==> src/rtl/mac_cfg_pkg.sv <==
// mac_cfg_pkg: register indices, FSM states, AXI response codes and address/boot helpers for mac_cfg_sequencer
package mac_cfg_pkg;
  localparam logic [2:0] HOST_MAC_BASE = 3'd0;
  localparam logic [2:0] HOST_MAC_HI   = 3'd1;
  localparam logic [2:0] DEV_MAC_BASE  = 3'd2;
  localparam logic [2:0] DEV_MAC_HI    = 3'd3;
  localparam logic [2:0] DOCE_MAC_BASE = 3'd4;
  localparam logic [2:0] DOCE_MAC_HI   = 3'd5;
  localparam logic [2:0] DOCE_IP       = 3'd6;
  localparam logic [2:0] BAD_IDX       = 3'd7;
  localparam logic [1:0] AXI_OKAY      = 2'b00;

  typedef enum logic [3:0] {
    ST_BOOT, ST_WR_REQ, ST_WR_RSP, ST_ARB, ST_RD_AR, ST_RD_R, ST_RESP
`ifdef MAC_CFG_READBACK_VERIFY_EN
    , ST_VFY_AR, ST_VFY_R
`endif
  } state_t;

  function automatic logic [31:0] reg_addr(input logic [31:0] base, input logic [2:0] idx);
    return base + {27'd0, idx, 2'b00};
  endfunction

  function automatic logic [31:0] boot_word(input logic [2:0] idx, input logic [47:0] host,
                                            input logic [47:0] dev, input logic [47:0] doce,
                                            input logic [31:0] ip);
    return idx == HOST_MAC_BASE ? host[31:0] : idx == HOST_MAC_HI ? {16'h0, host[47:32]} :
           idx == DEV_MAC_BASE  ? dev[31:0]  : idx == DEV_MAC_HI  ? {16'h0, dev[47:32]}  :
           idx == DOCE_MAC_BASE ? doce[31:0] : idx == DOCE_MAC_HI ? {16'h0, doce[47:32]} :
           idx == DOCE_IP       ? ip         : 32'h0;
  endfunction
endpackage

==> src/rtl/mac_cfg_if.sv <==
// mac_cfg_if: AXI-Lite bus between the config sequencer (master) and the register bank (slave)
interface mac_cfg_if;
  logic        awvalid, awready;
  logic [31:0] awaddr;
  logic        wvalid, wready;
  logic [31:0] wdata;
  logic [3:0]  wstrb;
  logic        bvalid, bready;
  logic [1:0]  bresp;
  logic        arvalid, arready;
  logic [31:0] araddr;
  logic        rvalid, rready;
  logic [31:0] rdata;
  logic [1:0]  rresp;
  modport master(output awvalid, awaddr, wvalid, wdata, wstrb, bready, arvalid, araddr, rready,
                 input awready, wready, bvalid, bresp, arready, rvalid, rdata, rresp);
  modport slave(input awvalid, awaddr, wvalid, wdata, wstrb, bready, arvalid, araddr, rready,
                output awready, wready, bvalid, bresp, arready, rvalid, rdata, rresp);
endinterface

==> src/rtl/mac_cfg_rr_arb.sv <==
// mac_cfg_rr_arb: 2-way round-robin arbiter; pointer hands priority to the other requester after each accepted grant
module mac_cfg_rr_arb (
  input  logic       clk,
  input  logic       rst,
  input  logic [1:0] i_valid,
  input  logic       i_accept,
  output logic [1:0] o_gnt
);
  logic r_ptr;
  assign o_gnt = &i_valid ? (r_ptr ? 2'b10 : 2'b01) : i_valid;
  always_ff @(posedge clk)
    if (rst) r_ptr <= 1'b0;
    else if (i_accept && |o_gnt) r_ptr <= o_gnt[0];
endmodule

==> src/rtl/mac_cfg_sequencer.sv <==
// mac_cfg_sequencer: AXI-Lite master that boots the MAC/IP register bank, then serves two requesters round-robin.
// Define MAC_CFG_READBACK_VERIFY_EN to read back and compare every write.
module mac_cfg_sequencer import mac_cfg_pkg::*; #(
  parameter logic [31:0] BASE_ADDR     = 32'h0000_0000,
  parameter logic [47:0] INIT_HOST_MAC = 48'hEEA0_DDCCBBAA,
  parameter logic [47:0] INIT_DEV_MAC  = 48'hEEB0_DDCCBBAA,
  parameter logic [47:0] INIT_DOCE_MAC = 48'hEEC0_DDCCBBAA,
  parameter logic [31:0] INIT_IP       = 32'h0101_0101
) (
  input  logic        axi_lite_aclk,
  input  logic        axi_lite_areset,
  mac_cfg_if.master   m_axi_lite,
  input  logic        req0_valid,
  output logic        req0_ready,
  input  logic        req0_wr,
  input  logic [2:0]  req0_idx,
  input  logic [31:0] req0_wdata,
  output logic        rsp0_valid,
  input  logic        rsp0_ready,
  output logic [31:0] rsp0_rdata,
  output logic        rsp0_err,
  input  logic        req1_valid,
  output logic        req1_ready,
  input  logic        req1_wr,
  input  logic [2:0]  req1_idx,
  input  logic [31:0] req1_wdata,
  output logic        rsp1_valid,
  input  logic        rsp1_ready,
  output logic [31:0] rsp1_rdata,
  output logic        rsp1_err,
  output logic        boot_done,
  output logic        cfg_err
);
  state_t           r_state;
  logic [2:0]       r_boot_idx;
  logic             r_boot_done, r_cfg_err, r_owner, r_err;
  logic [31:0]      r_wdata, r_rdata, r_awaddr, r_araddr;
  logic             r_awvalid, r_wvalid, r_bready, r_arvalid, r_rready;
  logic [1:0]       r_req_ready, r_rsp_valid, r_rsp_err;
  logic [1:0][31:0] r_rsp_rdata;
  logic [1:0]       w_gnt, w_req_valid, w_rsp_ready;
  logic             w_gnt_sel, w_gnt_wr, w_wr_done, w_wr_err;
  logic [2:0]       w_gnt_idx;
  logic [31:0]      w_gnt_wdata;

  assign w_req_valid = {req1_valid, req0_valid};
  assign w_rsp_ready = {rsp1_ready, rsp0_ready};
  assign w_gnt_sel   = w_gnt[1];
  assign w_gnt_wr    = w_gnt_sel ? req1_wr : req0_wr;
  assign w_gnt_idx   = w_gnt_sel ? req1_idx : req0_idx;
  assign w_gnt_wdata = w_gnt_sel ? req1_wdata : req0_wdata;

  mac_cfg_rr_arb u_arb (
    .clk      (axi_lite_aclk),
    .rst      (axi_lite_areset),
    .i_valid  (w_req_valid),
    .i_accept (r_state == ST_ARB),
    .o_gnt    (w_gnt)
  );

  // A write is finished once its last bus phase completes: bresp, or the readback when verifying.
`ifdef MAC_CFG_READBACK_VERIFY_EN
  assign w_wr_done = r_state == ST_VFY_R && m_axi_lite.rvalid;
  assign w_wr_err  = r_err || m_axi_lite.rresp != AXI_OKAY || m_axi_lite.rdata != r_wdata;
`else
  assign w_wr_done = r_state == ST_WR_RSP && m_axi_lite.bvalid;
  assign w_wr_err  = r_err || m_axi_lite.bresp != AXI_OKAY;
`endif

  always_ff @(posedge axi_lite_aclk) begin
    if (axi_lite_areset) begin
      r_state     <= ST_BOOT;
      r_boot_idx  <= 3'd0;
      r_boot_done <= 1'b0;
      r_cfg_err   <= 1'b0;
      r_owner     <= 1'b0;
      r_err       <= 1'b0;
      r_wdata     <= 32'h0;
      r_rdata     <= 32'h0;
      r_awaddr    <= 32'h0;
      r_araddr    <= 32'h0;
      r_awvalid   <= 1'b0;
      r_wvalid    <= 1'b0;
      r_bready    <= 1'b0;
      r_arvalid   <= 1'b0;
      r_rready    <= 1'b0;
      r_req_ready <= 2'b00;
      r_rsp_valid <= 2'b00;
      r_rsp_err   <= 2'b00;
      r_rsp_rdata <= '0;
    end else begin
      r_req_ready <= 2'b00;
      case (r_state)
        ST_BOOT: begin
          r_wdata   <= boot_word(r_boot_idx, INIT_HOST_MAC, INIT_DEV_MAC, INIT_DOCE_MAC, INIT_IP);
          r_awaddr  <= reg_addr(BASE_ADDR, r_boot_idx);
          r_awvalid <= 1'b1;
          r_wvalid  <= 1'b1;
          r_state   <= ST_WR_REQ;
        end
        ST_ARB: if (|w_gnt) begin
          r_req_ready <= w_gnt;
          r_owner     <= w_gnt_sel;
          r_wdata     <= w_gnt_wdata;
          r_rdata     <= 32'h0;
          r_err       <= 1'b0;
          if (w_gnt_idx == BAD_IDX) begin
            r_err   <= 1'b1;
            r_state <= ST_RESP;
          end else if (w_gnt_wr) begin
            r_awaddr  <= reg_addr(BASE_ADDR, w_gnt_idx);
            r_awvalid <= 1'b1;
            r_wvalid  <= 1'b1;
            r_state   <= ST_WR_REQ;
          end else begin
            r_araddr  <= reg_addr(BASE_ADDR, w_gnt_idx);
            r_arvalid <= 1'b1;
            r_state   <= ST_RD_AR;
          end
        end
        ST_WR_REQ: begin
          if (m_axi_lite.awready) r_awvalid <= 1'b0;
          if (m_axi_lite.wready) r_wvalid <= 1'b0;
          if ((!r_awvalid || m_axi_lite.awready) && (!r_wvalid || m_axi_lite.wready)) begin
            r_bready <= 1'b1;
            r_state  <= ST_WR_RSP;
          end
        end
        ST_WR_RSP: if (m_axi_lite.bvalid) begin
          r_bready <= 1'b0;
`ifdef MAC_CFG_READBACK_VERIFY_EN
          r_err     <= r_err || m_axi_lite.bresp != AXI_OKAY;
          r_araddr  <= r_awaddr;
          r_arvalid <= 1'b1;
          r_state   <= ST_VFY_AR;
`endif
        end
        ST_RD_AR: if (m_axi_lite.arready) begin
          r_arvalid <= 1'b0;
          r_rready  <= 1'b1;
          r_state   <= ST_RD_R;
        end
        ST_RD_R: if (m_axi_lite.rvalid) begin
          r_rready <= 1'b0;
          r_rdata  <= m_axi_lite.rdata;
          r_err    <= r_err || m_axi_lite.rresp != AXI_OKAY;
          r_state  <= ST_RESP;
        end
`ifdef MAC_CFG_READBACK_VERIFY_EN
        ST_VFY_AR: if (m_axi_lite.arready) begin
          r_arvalid <= 1'b0;
          r_rready  <= 1'b1;
          r_state   <= ST_VFY_R;
        end
        ST_VFY_R: if (m_axi_lite.rvalid) r_rready <= 1'b0;
`endif
        ST_RESP:
          if (r_rsp_valid == 2'b00) begin
            r_rsp_valid[r_owner] <= 1'b1;
            r_rsp_rdata[r_owner] <= r_rdata;
            r_rsp_err[r_owner]   <= r_err;
            r_cfg_err            <= r_cfg_err || r_err;
          end else if (|(r_rsp_valid & w_rsp_ready)) begin
            r_rsp_valid <= 2'b00;
            r_state     <= ST_ARB;
          end
        default: r_state <= ST_BOOT;
      endcase
      // Boot errors only raise the sticky flag; requester errors travel back in the response.
      if (w_wr_done) begin
        if (r_boot_done) begin
          r_err   <= w_wr_err;
          r_state <= ST_RESP;
        end else begin
          r_cfg_err   <= r_cfg_err || w_wr_err;
          r_err       <= 1'b0;
          r_boot_done <= r_boot_idx == DOCE_IP;
          r_boot_idx  <= r_boot_idx + 3'd1;
          r_state     <= r_boot_idx == DOCE_IP ? ST_ARB : ST_BOOT;
        end
      end
    end
  end

  assign m_axi_lite.awvalid = r_awvalid;
  assign m_axi_lite.awaddr  = r_awaddr;
  assign m_axi_lite.wvalid  = r_wvalid;
  assign m_axi_lite.wdata   = r_wdata;
  assign m_axi_lite.wstrb   = 4'hF;
  assign m_axi_lite.bready  = r_bready;
  assign m_axi_lite.arvalid = r_arvalid;
  assign m_axi_lite.araddr  = r_araddr;
  assign m_axi_lite.rready  = r_rready;
  assign req0_ready = r_req_ready[0];
  assign req1_ready = r_req_ready[1];
  assign rsp0_valid = r_rsp_valid[0];
  assign rsp1_valid = r_rsp_valid[1];
  assign rsp0_rdata = r_rsp_rdata[0];
  assign rsp1_rdata = r_rsp_rdata[1];
  assign rsp0_err   = r_rsp_err[0];
  assign rsp1_err   = r_rsp_err[1];
  assign boot_done  = r_boot_done;
  assign cfg_err    = r_cfg_err;
endmodule

==> src/flat_wrapper.sv <==
// flat-port wrapper written by rule: the top's interface ports become plain ports
module mac_cfg_sequencer_flat import mac_cfg_pkg::*;
#(
  parameter logic [31:0] BASE_ADDR     = 32'h0000_0000,
  parameter logic [47:0] INIT_HOST_MAC = 48'hEEA0_DDCCBBAA,
  parameter logic [47:0] INIT_DEV_MAC  = 48'hEEB0_DDCCBBAA,
  parameter logic [47:0] INIT_DOCE_MAC = 48'hEEC0_DDCCBBAA,
  parameter logic [31:0] INIT_IP       = 32'h0101_0101
)
  (axi_lite_aclk, axi_lite_areset, req0_valid, req0_ready, req0_wr, req0_idx, req0_wdata, rsp0_valid, rsp0_ready, rsp0_rdata, rsp0_err, req1_valid, req1_ready, req1_wr, req1_idx, req1_wdata, rsp1_valid, rsp1_ready, rsp1_rdata, rsp1_err, boot_done, cfg_err, m_axi_lite_awvalid, m_axi_lite_awaddr, m_axi_lite_wvalid, m_axi_lite_wdata, m_axi_lite_wstrb, m_axi_lite_bready, m_axi_lite_arvalid, m_axi_lite_araddr, m_axi_lite_rready, m_axi_lite_awready, m_axi_lite_wready, m_axi_lite_bvalid, m_axi_lite_bresp, m_axi_lite_arready, m_axi_lite_rvalid, m_axi_lite_rdata, m_axi_lite_rresp);
  mac_cfg_if m_axi_lite_i ();
  input  logic axi_lite_aclk;
  input  logic axi_lite_areset;
  input  logic req0_valid;
  output logic req0_ready;
  input  logic req0_wr;
  input  logic [2:0] req0_idx;
  input  logic [31:0] req0_wdata;
  output logic rsp0_valid;
  input  logic rsp0_ready;
  output logic [31:0] rsp0_rdata;
  output logic rsp0_err;
  input  logic req1_valid;
  output logic req1_ready;
  input  logic req1_wr;
  input  logic [2:0] req1_idx;
  input  logic [31:0] req1_wdata;
  output logic rsp1_valid;
  input  logic rsp1_ready;
  output logic [31:0] rsp1_rdata;
  output logic rsp1_err;
  output logic boot_done;
  output logic cfg_err;
  output wire logic [$bits(m_axi_lite_i.awvalid)-1:0] m_axi_lite_awvalid;
  output wire logic [$bits(m_axi_lite_i.awaddr)-1:0] m_axi_lite_awaddr;
  output wire logic [$bits(m_axi_lite_i.wvalid)-1:0] m_axi_lite_wvalid;
  output wire logic [$bits(m_axi_lite_i.wdata)-1:0] m_axi_lite_wdata;
  output wire logic [$bits(m_axi_lite_i.wstrb)-1:0] m_axi_lite_wstrb;
  output wire logic [$bits(m_axi_lite_i.bready)-1:0] m_axi_lite_bready;
  output wire logic [$bits(m_axi_lite_i.arvalid)-1:0] m_axi_lite_arvalid;
  output wire logic [$bits(m_axi_lite_i.araddr)-1:0] m_axi_lite_araddr;
  output wire logic [$bits(m_axi_lite_i.rready)-1:0] m_axi_lite_rready;
  input wire logic [$bits(m_axi_lite_i.awready)-1:0] m_axi_lite_awready;
  input wire logic [$bits(m_axi_lite_i.wready)-1:0] m_axi_lite_wready;
  input wire logic [$bits(m_axi_lite_i.bvalid)-1:0] m_axi_lite_bvalid;
  input wire logic [$bits(m_axi_lite_i.bresp)-1:0] m_axi_lite_bresp;
  input wire logic [$bits(m_axi_lite_i.arready)-1:0] m_axi_lite_arready;
  input wire logic [$bits(m_axi_lite_i.rvalid)-1:0] m_axi_lite_rvalid;
  input wire logic [$bits(m_axi_lite_i.rdata)-1:0] m_axi_lite_rdata;
  input wire logic [$bits(m_axi_lite_i.rresp)-1:0] m_axi_lite_rresp;
  assign m_axi_lite_awvalid = m_axi_lite_i.awvalid;
  assign m_axi_lite_awaddr = m_axi_lite_i.awaddr;
  assign m_axi_lite_wvalid = m_axi_lite_i.wvalid;
  assign m_axi_lite_wdata = m_axi_lite_i.wdata;
  assign m_axi_lite_wstrb = m_axi_lite_i.wstrb;
  assign m_axi_lite_bready = m_axi_lite_i.bready;
  assign m_axi_lite_arvalid = m_axi_lite_i.arvalid;
  assign m_axi_lite_araddr = m_axi_lite_i.araddr;
  assign m_axi_lite_rready = m_axi_lite_i.rready;
  assign m_axi_lite_i.awready = m_axi_lite_awready;
  assign m_axi_lite_i.wready = m_axi_lite_wready;
  assign m_axi_lite_i.bvalid = m_axi_lite_bvalid;
  assign m_axi_lite_i.bresp = m_axi_lite_bresp;
  assign m_axi_lite_i.arready = m_axi_lite_arready;
  assign m_axi_lite_i.rvalid = m_axi_lite_rvalid;
  assign m_axi_lite_i.rdata = m_axi_lite_rdata;
  assign m_axi_lite_i.rresp = m_axi_lite_rresp;
  mac_cfg_sequencer #(.BASE_ADDR(BASE_ADDR), .INIT_HOST_MAC(INIT_HOST_MAC), .INIT_DEV_MAC(INIT_DEV_MAC), .INIT_DOCE_MAC(INIT_DOCE_MAC), .INIT_IP(INIT_IP)) u_core (.axi_lite_aclk(axi_lite_aclk), .axi_lite_areset(axi_lite_areset), .m_axi_lite(m_axi_lite_i), .req0_valid(req0_valid), .req0_ready(req0_ready), .req0_wr(req0_wr), .req0_idx(req0_idx), .req0_wdata(req0_wdata), .rsp0_valid(rsp0_valid), .rsp0_ready(rsp0_ready), .rsp0_rdata(rsp0_rdata), .rsp0_err(rsp0_err), .req1_valid(req1_valid), .req1_ready(req1_ready), .req1_wr(req1_wr), .req1_idx(req1_idx), .req1_wdata(req1_wdata), .rsp1_valid(rsp1_valid), .rsp1_ready(rsp1_ready), .rsp1_rdata(rsp1_rdata), .rsp1_err(rsp1_err), .boot_done(boot_done), .cfg_err(cfg_err));
endmodule
==> config.mk <==
export PLATFORM = sky130hd
export DESIGN_NAME = mac_cfg_sequencer_flat
export DESIGN_NICKNAME = d
export VERILOG_FILES = /design/src/rtl/mac_cfg_pkg.sv /design/src/rtl/mac_cfg_if.sv /design/src/rtl/mac_cfg_rr_arb.sv /design/src/rtl/mac_cfg_sequencer.sv /design/src/flat_wrapper.sv
export SDC_FILE = /design/constraint.sdc
export NUM_CORES = 1
export LEC_CHECK = 0
export CAP_MARGIN = 20
export CORE_AREA = 2 2 139 141
export DETAILED_ROUTE_END_ITERATION = 12
export DIE_AREA = 0 0 141 143
export GPL_TIMING_DRIVEN = 0
export PLACE_DENSITY = 0.69
export SLEW_MARGIN = 20
export SYNTH_ARGS = -nofsm -noshare
export SYNTH_HDL_FRONTEND = slang
export SYNTH_HIERARCHICAL = 1
export SYNTH_SLANG_ARGS = --single-unit
==> constraint.sdc <==
create_clock -name axi_lite_aclk -period 2.6 [get_ports axi_lite_aclk]
set_input_delay 0.26 -clock axi_lite_aclk [delete_from_list [all_inputs] [get_ports axi_lite_aclk]]
set_output_delay 0.26 -clock axi_lite_aclk [all_outputs]
set_load 0.05 [all_outputs]
==> results.tsv <==
stage	metric	value	unit
outcome	outcome	completed	
synth	synth_enable_flop_cells	0	
placed_design	place_hpwl	16450	um
clocking	cts_buffers	17	
synth	ys.warnings.count	6	
layout	antenna_cells	0	
critical_path	cp.required	2.95	ns
power_and_ir_drop	leakage	3.982	nW
critical_path	cp-start-kind	input port	
detailed_routing	avgViaCountPerCell	4.835	
detailed_routing	drtPass1Iterations	4	
synth	ys_seq_area_share	44.54	%
clocking	path_clk_slew	0.07	ns
clocking	htree_levels	4	
synth	synthMuxAreaShare	6.085	%
synth	synthFlopType	dfxtp_1	
synth	synthSimpleGateAreaFrac	20.09	%
clocking	hold_buffers	0	
synth	synth_top_family_by_area	simple AND/OR/NAND/NOR gates	
critical_path	arrival	2.67	ns
clocking	cts_tree	yes	
die	die_width	141	um
timing	final_hold_viol_count	0	
job	maxCapViolations	0	
layout	multi_input_area	3319	um^2
synth	yosysUniqueCellTypes	58	
grt	grt_max_degree	17	
power_and_ir_drop	ir_worst_vdd	0.0004888	V
detailed_routing	drc_errors	0	
detailed_routing	drt_wl_total	21910	um
layout	syn2layout_area_growth	49.52	%
timing	report.final.slew_viol_count	0	
detailed_routing	wl_per_cell	15.36	um
clocking	insertion_delay	0.43	ns
clocking	clkSinkCount	156	
placed_design	gp_congestion	0.8240	
power_and_ir_drop	p_int	5.299	mW
critical_path	crit_slowest_cell	clkdlybuf4s50_1	
detailed_routing	num_vias	6894	
die	core	18580	um^2
synth	synth-compound-area-share	16.83	%
die	initial_core_util	37.74	%
clocking	cts_buffer_depth	2	
power_and_ir_drop	p_total	8.561	mW
timing	setup_viol	0	
critical_path	path_class	input port to flip-flop	
timing	fmax	430.6	MHz
synth	ys_ff_latch	156	
power_and_ir_drop	comb_power_share	36.7	%
placed_design	port_buffers	233	
critical_path	path_cells	clkdlybuf4s50_1 > a21boi_1 > nor2_2 > o21ai_1 > and2_1 > buf_2 > clkbuf_1 > nand3_1 > a21oi_1	
grt	antenna_found_initial	0	
layout	fill_cells	1727	
die	die_area	20160	um^2
die	die_y	143	um
synth	avgSynthCellArea	8.087	um^2
layout	design_area	10480	um^2
critical_path	max_stage_delay	0.50	ns
timing	maxSlewHeadroom	54.08	%
power_and_ir_drop	sw_frac_of_total	38.10	%
timing	clock_skew	0.008417	ns
timing	finalCriticalPeriod	2.322	ns
timing	tightest_slew	0.6888	ns
timing	tns	0	ns
layout	drive_gt1_share	12.16	%
grt	globalRouteOverflowTotal	0	
synth	synth_xor_area_share	0.1249	%
power_and_ir_drop	seqPwrFrac	32.7	%
power_and_ir_drop	p_clk_share	30.6	%
grt	grt_pass1_wl	33910	um
die	io_pins	296	
grt	grtUsageTotal	21.64	%
worst_hold_path	hold_path.class	input port to flip-flop	
synth	syn_area	7012	um^2
critical_path	critPathMaxFanout	10	
grt	grt_pass1_vias	6485	
detailed_routing	ant_nets	0	
synth	syn_inst	867	
placed_design	placed_cell_area	9862	um^2
detailed_routing	drt_iter0_markers	323	
power_and_ir_drop	p_switching	3.261	mW
layout	seq_area	3123	um^2
layout	layout_commonest_cell	clkdlybuf4s50_1	
layout	most-common-layout-cells	233 x clkdlybuf4s50_1, 197 x nand2_1, 156 x dfxtp_1	
die	rows	50	
clocking	cts-root-buf	clkbuf_16	
synth	synthAdderAreaFrac	0.8922	%
timing	finalCritPeriodShare	89.33	%
critical_path	worstSetupEndpointType	flip-flop	
synth	async_flop_share	0	%
layout	nets	1303	
timing	grt_setup_unrepaired	no	
power_and_ir_drop	power.density	816.6	nW/um^2
cell families after synthesis:
group                    after synthesis
AO/OA/AOI/OAI                        198
AND/OR/NAND/NOR                      325
other                                  2
XOR/XNOR                               1
flip-flops                           156
multiplexers                          41
buffers and inverters                139
adder cells (fa/ha/maj)                5
sequential cells by signal, summed over array words and instances (netlist names), 2 cells and up:
register and flops:
u_core/rsp1_rdata 32, u_core/m_axi_lite.araddr 3, u_core/r_rsp_err 2, u_core/r_state 3, u_core/m_axi_lite.awaddr 3, u_core/r_req_ready 2, u_core/m_axi_lite.wdata 32, u_core/rsp0_rdata 32
u_core/r_rdata 32, u_core/r_boot_idx 3, u_core/r_rsp_valid 2
layout make-up:
cell class	count	area share, %
inverter	13	0.4654
timing repair buffer	233	22.25
buffer	126	7.113
sequential	156	29.79
clock inverter	14	1.742
tap	234	2.793
clock buffer	18	4.189
multi-input combinational	632	31.66
cells in the mapped netlist, drive strengths merged, types with 13 or more instances:
| cell | n | area [um^2] |
|---|---|---|
| buf | 91 | 614.3 |
| nand2 | 197 | 739.5 |
| nand3 | 35 | 175.2 |
| dfxtp | 156 | 3123 |
| o21ai | 17 | 85.08 |
| nor3 | 14 | 75.07 |
| mux2 | 13 | 146.4 |
| a211oi | 21 | 157.7 |
| inv | 13 | 48.79 |
| nor2 | 47 | 178.9 |
| mux2i | 28 | 280.3 |
| a21oi | 124 | 628.1 |
| clkbuf | 35 | 131.4 |
power by group through the flow:
stage,sequential (mW),combinational (mW),clock (mW)
floorplan,3.59,1.38,0
global placement,2.83,3.12,0
detailed placement,2.85,3.13,0
CTS,2.80,3.15,2.67
global route,2.83,3.37,2.77
finish,2.80,3.14,2.62
critical path, delay by kind of cell:
kind,cells,cell delay (ns)
AND/OR/NAND/NOR,3,0.44
buffers and inverters,3,1.12
AO/OA/AOI/OAI,3,0.85
stage by stage:
stage / std cells / worst slack (ns) / hold WS, ns / util [%]
6_report: 1426 / 0.2775 / 0.4172 / 56.42
5_1_grt: 1426 / 0.09977 / 0.4078 / 56.42
4_1_cts: 1426 / 0.1142 / 0.3929 / 56.42
3_5_place_dp: 1394 / -0.3224 / 0.4456 / 53.08
3_3_place_gp: 1394 / -0.2847 / 0.4391 / 53.08
2_1_floorplan: 927 / 0.8013 / 0.3224 / -
layer usage:
metal / up-vias / track usage [%] / part of all wire, %
met4: 0 / 6.789 / 1.4
met3: 24 / 7.243 / 8.8
met1: 3131 / 25.75 / 41
li1: 3450 / - / -
met5: - / 0 / 0
met2: 289 / 37.05 / 49
path summary, 6_finish.rpt:
check,end,slack (ns),start,cells past startpoint
max,u_core/r_rdata[6],0.28,req0_valid,9
min,u_core/r_rdata[26],0.42,m_axi_lite_rdata[26],3
min reg2reg,u_core/rsp1_rdata[6],0.45,u_core/rsp1_rdata[6],2
max reg2reg,u_core/r_rdata[6],0.33,u_core/u_arb/r_ptr,8
repair_timing:
item                                   4_1_cts  5_1_grt
gates resized for setup                      0        1
endpoints found under the hold margin        0        0
setup endpoints to repair                    0       22
setup buffers                                0        0
No activity file was read; power rests on OpenSTA's default activity.
